==> config.mk <==
export PLATFORM = sky130hd
export DESIGN_NAME = fc2_fetch
export DESIGN_NICKNAME = d
export VERILOG_FILES = /design/src/rtl/fc_pkg.sv /design/src/rtl/fc2_fetch_fifo.sv /design/src/rtl/fc2_fetch.sv
export SDC_FILE = /design/constraint.sdc
export NUM_CORES = 1
export LEC_CHECK = 0
export ABC_AREA = 0
export BUFFER_PORTS_ARGS = -buffer_cell sky130_fd_sc_hd__buf_2
export CORE_MARGIN = 2
export CORE_UTILIZATION = 47
export DETAILED_ROUTE_END_ITERATION = 12
export GPL_TIMING_DRIVEN = 0
export PLACE_DENSITY = 0.66
export SLEW_MARGIN = 25
export SYNTH_ARGS = -nofsm -noshare
export SYNTH_HDL_FRONTEND = slang
export SYNTH_SLANG_ARGS = --single-unit
==> constraint.sdc <==
create_clock -name clk -period 7 [get_ports clk]
set_input_delay 2.1 -clock clk [delete_from_list [all_inputs] [get_ports clk]]
set_output_delay 2.1 -clock clk [all_outputs]
set_load 0.005 [all_outputs]
==> src/rtl/fc_pkg.sv <==
// Shared FC-layer package: layer geometry defaults and the F6->FC2 fetch FSM encoding.
package fc_pkg;
  localparam int FC_N_IN = 120;
  localparam int FC_AW   = 7;
  localparam int FC_DW   = 16;

  typedef enum logic [1:0] {
    IDLE  = 2'd0,
    FETCH = 2'd1,
    DRAIN = 2'd2,
    FIN   = 2'd3
  } fc2_state_e;
endpackage

==> src/rtl/fc2_fetch_fifo.sv <==
// Synchronous FIFO with a registered occupancy count; head is always visible on rdata.
module fc2_fetch_fifo #(
  parameter int W     = 23,
  parameter int DEPTH = 4,
  parameter int PW    = (DEPTH > 1) ? $clog2(DEPTH) : 1,
  parameter int CW    = $clog2(DEPTH + 1)
) (
  input  logic          clk,
  input  logic          rst_n,
  input  logic          push,
  input  logic [W-1:0]  wdata,
  input  logic          pop,
  output logic [W-1:0]  rdata,
  output logic          empty,
  output logic [CW-1:0] count
);
  logic [DEPTH-1:0][W-1:0] mem;
  logic [PW-1:0]           wp, rp;

  // Explicit wrap keeps non-power-of-two depths correct.
  function automatic logic [PW-1:0] nxt(input logic [PW-1:0] p);
    return (p == PW'(DEPTH - 1)) ? '0 : p + 1'b1;
  endfunction

  always_ff @(posedge clk or negedge rst_n) begin
    if (!rst_n) begin
      wp    <= '0;
      rp    <= '0;
      count <= '0;
    end else begin
      if (push) wp <= nxt(wp);
      if (pop)  rp <= nxt(rp);
      case ({push, pop})
        2'b10:   count <= count + 1'b1;
        2'b01:   count <= count - 1'b1;
        default: ;
      endcase
    end
  end

  always_ff @(posedge clk) begin
    if (push) mem[wp] <= wdata;
  end

  assign rdata = mem[rp];
  assign empty = (count == '0);
endmodule

==> src/rtl/fc2_fetch.sv <==
// Streams F6 entries 0..N_IN-1 through a fixed-latency read port into a ready/valid beat stream.
module fc2_fetch
  import fc_pkg::*;
#(
  parameter int N_IN       = FC_N_IN,
  parameter int AW         = FC_AW,
  parameter int DW         = FC_DW,
  parameter int RD_LAT     = 2,
  parameter int FIFO_DEPTH = 4
) (
  input  logic          clk,
  input  logic          rst_n,
  input  logic          start,
  output logic [AW-1:0] f6_raddr,
  input  logic [DW-1:0] f6_rdata,
  output logic          d_valid,
  input  logic          d_ready,
  output logic [DW-1:0] d_data,
  output logic [AW-1:0] d_index,
  output logic          d_last,
  output logic          busy,
  output logic          done
);
  localparam int FCW = $clog2(FIFO_DEPTH + 1);
  localparam int CW  = $clog2(FIFO_DEPTH + RD_LAT + 2);

  fc2_state_e                  state;
  logic [AW-1:0]               cnt, raddr_q;
  logic [RD_LAT-1:0]           vld_pipe;
  logic [RD_LAT-1:0][AW-1:0]   idx_pipe;
  logic [FCW-1:0]              occ;
  logic [CW-1:0]               inflight;
  logic                        credit_ok, issue, pop, empty;
  logic [DW+AW-1:0]            head;

  // Every issued read already owns a FIFO slot, so the buffer can never overflow.
  always_comb begin
    inflight = '0;
    for (int i = 0; i < RD_LAT; i++) inflight = inflight + CW'(vld_pipe[i]);
  end

  assign credit_ok = (CW'(occ) + inflight) < CW'(FIFO_DEPTH);
  assign issue     = (state == FETCH) && credit_ok;
  assign f6_raddr  = issue ? cnt : raddr_q;

  always_ff @(posedge clk or negedge rst_n) begin
    if (!rst_n) begin
      vld_pipe <= '0;
      idx_pipe <= '0;
    end else begin
      vld_pipe[0] <= issue;
      idx_pipe[0] <= cnt;
      for (int i = 1; i < RD_LAT; i++) begin
        vld_pipe[i] <= vld_pipe[i-1];
        idx_pipe[i] <= idx_pipe[i-1];
      end
    end
  end

  fc2_fetch_fifo #(.W(DW + AW), .DEPTH(FIFO_DEPTH)) u_fifo (
    .clk   (clk),
    .rst_n (rst_n),
    .push  (vld_pipe[RD_LAT-1]),
    .wdata ({f6_rdata, idx_pipe[RD_LAT-1]}),
    .pop   (pop),
    .rdata (head),
    .empty (empty),
    .count (occ)
  );

  assign d_valid           = !empty;
  assign {d_data, d_index} = head;
  assign d_last            = (d_index == AW'(N_IN - 1));
  assign pop               = d_valid && d_ready;

  always_ff @(posedge clk or negedge rst_n) begin
    if (!rst_n) begin
      state   <= IDLE;
      cnt     <= '0;
      raddr_q <= '0;
      busy    <= 1'b0;
      done    <= 1'b0;
    end else begin
      case (state)
        IDLE: if (start) begin
          state <= FETCH;
          cnt   <= '0;
          busy  <= 1'b1;
        end
        FETCH: if (issue) begin
          raddr_q <= cnt;
          // Counter parks on the last address instead of wrapping.
          if (cnt == AW'(N_IN - 1)) state <= DRAIN;
          else                      cnt   <= cnt + 1'b1;
        end
        DRAIN: if (pop && d_last) begin
          state <= FIN;
          done  <= 1'b1;
        end
        FIN: begin
          state <= IDLE;
          done  <= 1'b0;
          busy  <= 1'b0;
        end
        default: state <= IDLE;
      endcase
    end
  end
endmodule

==> results of run 1 <==
stage by stage:
step | instances | setup WS (ns) | instance area [µm²]
after global routing | 523 | 2.29 | 6290
after detailed placement | 491 | 2.92 | 5700
after floorplan | 298 | 3.33 | 5250
after global placement | 491 | 2.93 | 5690
final | 523 | 2.48 | 6290
after CTS | 523 | 2.38 | 6290
placed cells by master (no fill, tap or decap), types with 4 or more instances in the layout:
cell and n:
buf_2 59, a21oi_1 4, nand2b_1 4, clkinvlp_4 4, and2_2 4, nand2_1 35
clkbuf_16 16, nand3_1 5, edfxtp_1 92, mux4_1 6, dfrtp_1 41, inv_1 10
ha_1 12, o21ai_0 4, nor2_1 4, mux4_2 17
power by group through the flow:
stage	clock network (mW)	logic (mW)	registers (mW)
CTS	0.891	0.743	1.10
global placement	0	0.726	1.11
global route	0.931	0.820	1.12
finish	0.878	0.726	1.10
detailed placement	0	0.740	1.12
floorplan	0	0.515	1.09
layout make-up:
| cell class | instances | area share, % |
|---|---|---|
| tap | 140 | 2.79 |
| clock buffer | 18 | 6.65 |
| inverter | 11 | 0.657 |
| multi-input combinational | 145 | 21.8 |
| sequential | 133 | 60.2 |
| timing repair buffer | 53 | 4.22 |
| buffer | 9 | 0.836 |
| clock inverter | 14 | 2.79 |
flip-flops by register name (all words and copies together) (netlist names), 2 cells and up:
name,cells
cnt,7
idx_pipe,14
u_fifo.count,3
vld_pipe,2
u_fifo.mem,92
u_fifo.wp,2
state,2
raddr_q,7
u_fifo.rp,2
synthesized netlist by cell type (4+ instances only):
| cell | instances | share of area, % |
|---|---|---|
| nand2_1 | 35 | 2.5 |
| a21oi_1 | 4 | 0.38 |
| nor2_1 | 4 | 0.29 |
| o21ai_0 | 4 | 0.38 |
| and2_1 | 5 | 0.60 |
| buf_2 | 6 | 0.57 |
| inv_1 | 10 | 0.72 |
| mux4_1 | 6 | 3.0 |
| edfxtp_1 | 92 | 53 |
| ha_1 | 12 | 2.9 |
| nand2b_1 | 4 | 0.48 |
| nand3_1 | 5 | 0.48 |
| mux4_2 | 17 | 7.3 |
| dfrtp_1 | 41 | 20 |
logic make-up after synthesis:
logic type / count (synthesis)
compound gates: 28
xor+xnor: 4
fa+ha+maj: 13
buf+inv: 20
flops: 133
mux: 27
simple gates: 73
routing by layer:
layer	routed length, µm	part of all wire, %	vias to the layer above
met5	0	0	-
met4	78	0.90	0
met3	391	4.5	7
met2	4370	50	68
met1	3860	44	1393
li1	-	-	1292
worst min-delay path by stage:
stage,start,endpoint,slack (ns)
floorplan,idx_pipe[3]$_DFF_PN0_,idx_pipe[10]$_DFF_PN0_,0.33
global placement,idx_pipe[4]$_DFF_PN0_,idx_pipe[11]$_DFF_PN0_,0.33
detailed placement,idx_pipe[0]$_DFF_PN0_,idx_pipe[7]$_DFF_PN0_,0.33
CTS,idx_pipe[0]$_DFF_PN0_,idx_pipe[7]$_DFF_PN0_,0.35
global route,idx_pipe[1]$_DFF_PN0_,idx_pipe[8]$_DFF_PN0_,0.35
finish,idx_pipe[0]$_DFF_PN0_,idx_pipe[7]$_DFF_PN0_,0.35
==> run metrics, run 1 <==
clock latency on the worst-skew pair=0.50 ns; Mapped Nets=between 300 and 400; M3 GR Usage=under 10%; Primary FF master, synth=edfxtp_1; global-route wire length before repair=around 14000 µm; Post-Syn Area=0.00525 mm²; Distinct cells, synth=48; count of hold-fix buffers inserted at cts=0; CTS sink cnt=133; First DRT Iteration DRCs=123; Slew Limit Fails=0; relative slew slack=about two fifths; I/O pins=between 50 and 60; die width=roughly 110 µm; final setup violation count=0; Global Route Usage Sum=~16%; drt first pass iters=4; Design Power=2.70 mW; mux share of post-synthesis cell area=roughly 11%; Layout Nets=~400; critical path launch point=u_fifo.rp[0]$_DFFE_PN0P_; Setup CP Type=flop to output port; H-tree Lvls=4; Least-Margin Pin Slew=about 0.9 ns; # fillers=about 840; Final Routed Wirelength=~8700 µm; Compound-Gate Fraction of Synth Area=3.91%; area of the multi-input gates=0.00137 mm²; CP most frequent cell=buf_2; full die area=around 0.012 mm²; Int Power=roughly 1.9 mW; PostCTS Resize Cnt=0; Worst Path Arrival=approximately 2.4 ns; Worst-path clk slew=roughly 0.06 ns; gp weighted congestion=between 0.7 and 0.8; #FFs+latches synth=about 130; row count=38; Final Core Density=57.8%; Setup Fix Bufs, Post-CTS=0; proportion of layout cells with a drive suffix above 1=a little under a third; Reg area=around 0.0038 mm²; antenna viol nets, final=0; Switching Share=29.4%; M2 GR Usage=between 20% and 30%; post-detail-place hpwl=around 5500 µm; startpoint types=flop; Starting Density=48.2%; IO buf count=between 50 and 60; fin crit share=about 65%; delay-heaviest family, CP=buffers and inverters; R2R cell count=6; worst-case vdd ir drop=around 220 µV; clock share of power=between 30% and 40%; Die Ht=~110 µm; FF-to-FF End=cnt[3]$_DFFE_PN0P_; routed vias/inst=approximately 5.3; WP buf/inv=4; min Tclk post-route=between 4 and 5 ns; maximum root-to-sink buffer count=2; Fin Setup TNS=0 ns; Cell Chain, Critical Path=buf_6 > buf_2 > buf_2 > mux4_2 > buf_2; Core Area=around 0.011 mm²; Layout area overhead=19.8%; CP Data Required Time=just under 5 ns; number of enable flip-flop cells after synthesis=just over 90; diode count=0; status=completed; area share of fa/ha/maj cells after synthesis=3.24%; R2R setup slack=just under 5 ns; PD cells=around 430 mW/mm²; Cells after Synth=298; Logic pwr share=26.9%; Max FO, Critical Path=10; synth warn=0; Final Hold Viols=0; Vias=roughly 2800; fmax=about 220 MHz; CTS tree=yes; Psw=roughly 800 µW; initial antenna violation count=0; gr busiest metal=met2; Final Skew=between 0.006 and 0.007 ns; CP max-delay cell=mux4_2; vias in the first global route=between 2000 and 3000; total gr overflow=0; cell depth of the worst hold path=0; Synth Area in XOR/XNOR=less than 1%; register area share after synthesis=roughly 72%; Worst path depth=5; CP endpoint=d_data[12]; DRC viols=0; beginning of the worst register-to-register path=state[0]$_DFFE_PN0P_; Worst setup EP type=output port; simple-gate area share of the yosys netlist=a little over 7%; Avg WL per Cell=between 15 and 20 µm; hold slack=~0.35 ns; largest family of logic cells by synthesized area=multiplexers; largest net degree at the start of global routing=between 40 and 50; Leak Pwr=roughly 2.5 nW; worst min path class=flop to flop; asr flop ratio synth=a little under a third; Max Cap Viol=0; Mean Syn Cell Area=17.6 µm²; Reg power frac=around two fifths; max incr delay on CP=approximately 0.55 ns; M1 GR Usage=between 20 and 25%; Num CTS Buffers=17; clock root cell=clkbuf_8; RSZ-0062 raised after global routing=false
(Power assumes the default switching activity.)
==> run 2, diff against run 1 <==
Settings changed: PLACE_DENSITY 0.66 to 0.68.
Clock period 7 ns to 4.08 ns, I/O delays scaled along.
==> run 2 against run 1 <==
Net effect: cell count up 0.19%; clock skew up 0.0021 ns; die area unchanged; global-route usage about the same; setup slack worse by 2.1 ns; clock power up 69%; power up 71%; sequential share of layout area down 0.072 points; via count down 0.18%; critical endpoint is now d_data[7]; highest routed layer unchanged.
==> run metrics, run 2 (synthesized netlist as in run 1, its figures left out) <==
Worst Path Arrival=between 2 and 2.5 ns; First DRT Iteration DRCs=roughly 130; commonest non-fill, non-tap cell in the layout=edfxtp_1; vias in the first global route=~2700; Leak Pwr=approximately 2.5 nW; gp weighted congestion=~0.81; maximum root-to-sink buffer count=2; startpoint types=flop; Design Power=4.62 mW; Biggest register=u_fifo.mem; clock root cell=clkbuf_8; row count=38; pre-CTS WS=between 0.8 and 0.9 ns; DP Cell Count=around 490; final setup violation count=0; Slew Limit Fails=0; die width=110 µm; Reg power frac=~40%; hold slack=approximately 0.35 ns; min Tclk post-route=3.66 ns; largest registers=u_fifo.mem (92), idx_pipe (14); Global Route Usage Sum=16.1%; diode count=0; Switching Share=a little under a third; final worst slack=~0.42 ns; Fin Setup TNS=0 ns; status=completed; Layout Nets=404; Max Cap Viol=0; global-route wire length before repair=14100 µm; Post-Layout Cell Count=524; Core Area=between 0.01 and 0.015 mm²; Psw=about 1.4 mW; full die area=~0.012 mm²; worst min path class=flop to flop; count of hold-fix buffers inserted at cts=0; Worst setup EP type=output port; R2R setup slack=between 1.5 and 2 ns; max reg flops=between 90 and 100; CTS tree=yes; CTS sink cnt=around 130; RSZ-0062 raised after global routing=false; relative slew slack=56.2%; drt first pass iters=4; antenna viol nets, final=0; H-tree Lvls=4; largest net degree at the start of global routing=between 40 and 50; initial antenna violation count=0; Final Skew=about 0.009 ns; PD cells=about 730 mW/mm²; Setup CP Type=flop to output port; Setup Fix Bufs, Post-CTS=0; IO buf count=53; Logic pwr share=27.0%; Final Routed Wirelength=between 8000 and 9000 µm; Die Ht=110 µm; clock share of power=32.2%; Vias=~2800; Max FO, Critical Path=10; proportion of layout cells with a drive suffix above 1=31.8%; DRC viols=0; Layout area overhead=19.9%; total gr overflow=0; routed vias/inst=5.26; Final Hold Viols=0; Least-Margin Pin Slew=roughly 0.66 ns; # fillers=about 810; fin crit share=approximately 90%; post-detail-place hpwl=~5500 µm; clock latency on the worst-skew pair=0.52 ns; I/O pins=between 50 and 60; worst-case vdd ir drop=roughly 400 µV; PostCTS Resize Cnt=0; Int Power=about 3.2 mW; CP Data Required Time=~2.9 ns; Avg WL per Cell=16.7 µm; Starting Density=roughly 48%; fmax=approximately 270 MHz; Num CTS Buffers=17; most frequent cells in the layout=edfxtp_1 (92), buf_2 (59), dfrtp_1 (41); Worst-path clk slew=0.06 ns
run 2: cell types whose count changed in the layout (fill, tap and decap cells not counted):
cell / before / now
clkinv_2: 1 / 0
clkinv_4: 1 / 0
clkinv_1: 1 / 0
buf_12: 0 / 1
inv_6: 3 / 7
bufinv_16: 3 / 2
run 2: layer usage:
metal  wire, µm  global-route usage, %  up-vias
met3        471                   5.45       13
met4        120                   5.70        0
met2       4320                   25.8       78
li1           -                      -     1296
met1       3840                   20.7     1368
met5          0                      0        -
run 2: cell type report:
class                   count  area [µm²]  area share (%)
repair buffers             54         285            4.53
flip-flops and latches    133        3790            60.2
well taps                 140         175            2.78
inverters                  11        41.3           0.656
plain buffers               9        52.6           0.835
clock inverters            14         163            2.58
multi-input cells         145        1370            21.8
clock buffers              18         418            6.64
run 2: worst paths after layout:
path / startpoint / end / depth (start not counted)
worst min-delay path: idx_pipe[1]$_DFF_PN0_ / idx_pipe[8]$_DFF_PN0_ / 0
max in group asynchronous: rst_n / u_fifo.wp[0]$_DFFE_PN0P_ / 2
worst max register to register: state[0]$_DFFE_PN0P_ / cnt[3]$_DFFE_PN0P_ / 6
worst min register to register: idx_pipe[1]$_DFF_PN0_ / idx_pipe[8]$_DFF_PN0_ / 0
worst max-delay path: u_fifo.rp[1]$_DFFE_PN0P_ / d_data[7] / 4
min in group asynchronous: rst_n / raddr_q[2]$_DFFE_PN0P_ / 1
run 2: worst max-delay path, stage by stage, from the launching register on:
cell,delay [ns]
dfrtp_1,0.52
buf_2,0.32
buf_1,0.52
mux4_2,0.42
buf_2,0.14
run 2: per-stage QoR:
stage	cell area, µm²	utilization, %
after floorplan	5250	-
after global placement	5690	52.3
after detailed placement	5700	52.3
after CTS	6280	57.6
after global routing	6300	57.8
final	6300	57.8
run 2: power by group through the flow:
| stage | sequential (mW) | combinational [mW] | clock (mW) |
|---|---|---|---|
| after floorplan | 1.86 | 0.883 | 0 |
| after global placement | 1.90 | 1.24 | 0 |
| after detailed placement | 1.91 | 1.27 | 0 |
| after CTS | 1.89 | 1.28 | 1.51 |
| after global routing | 1.92 | 1.41 | 1.58 |
| final | 1.88 | 1.25 | 1.48 |
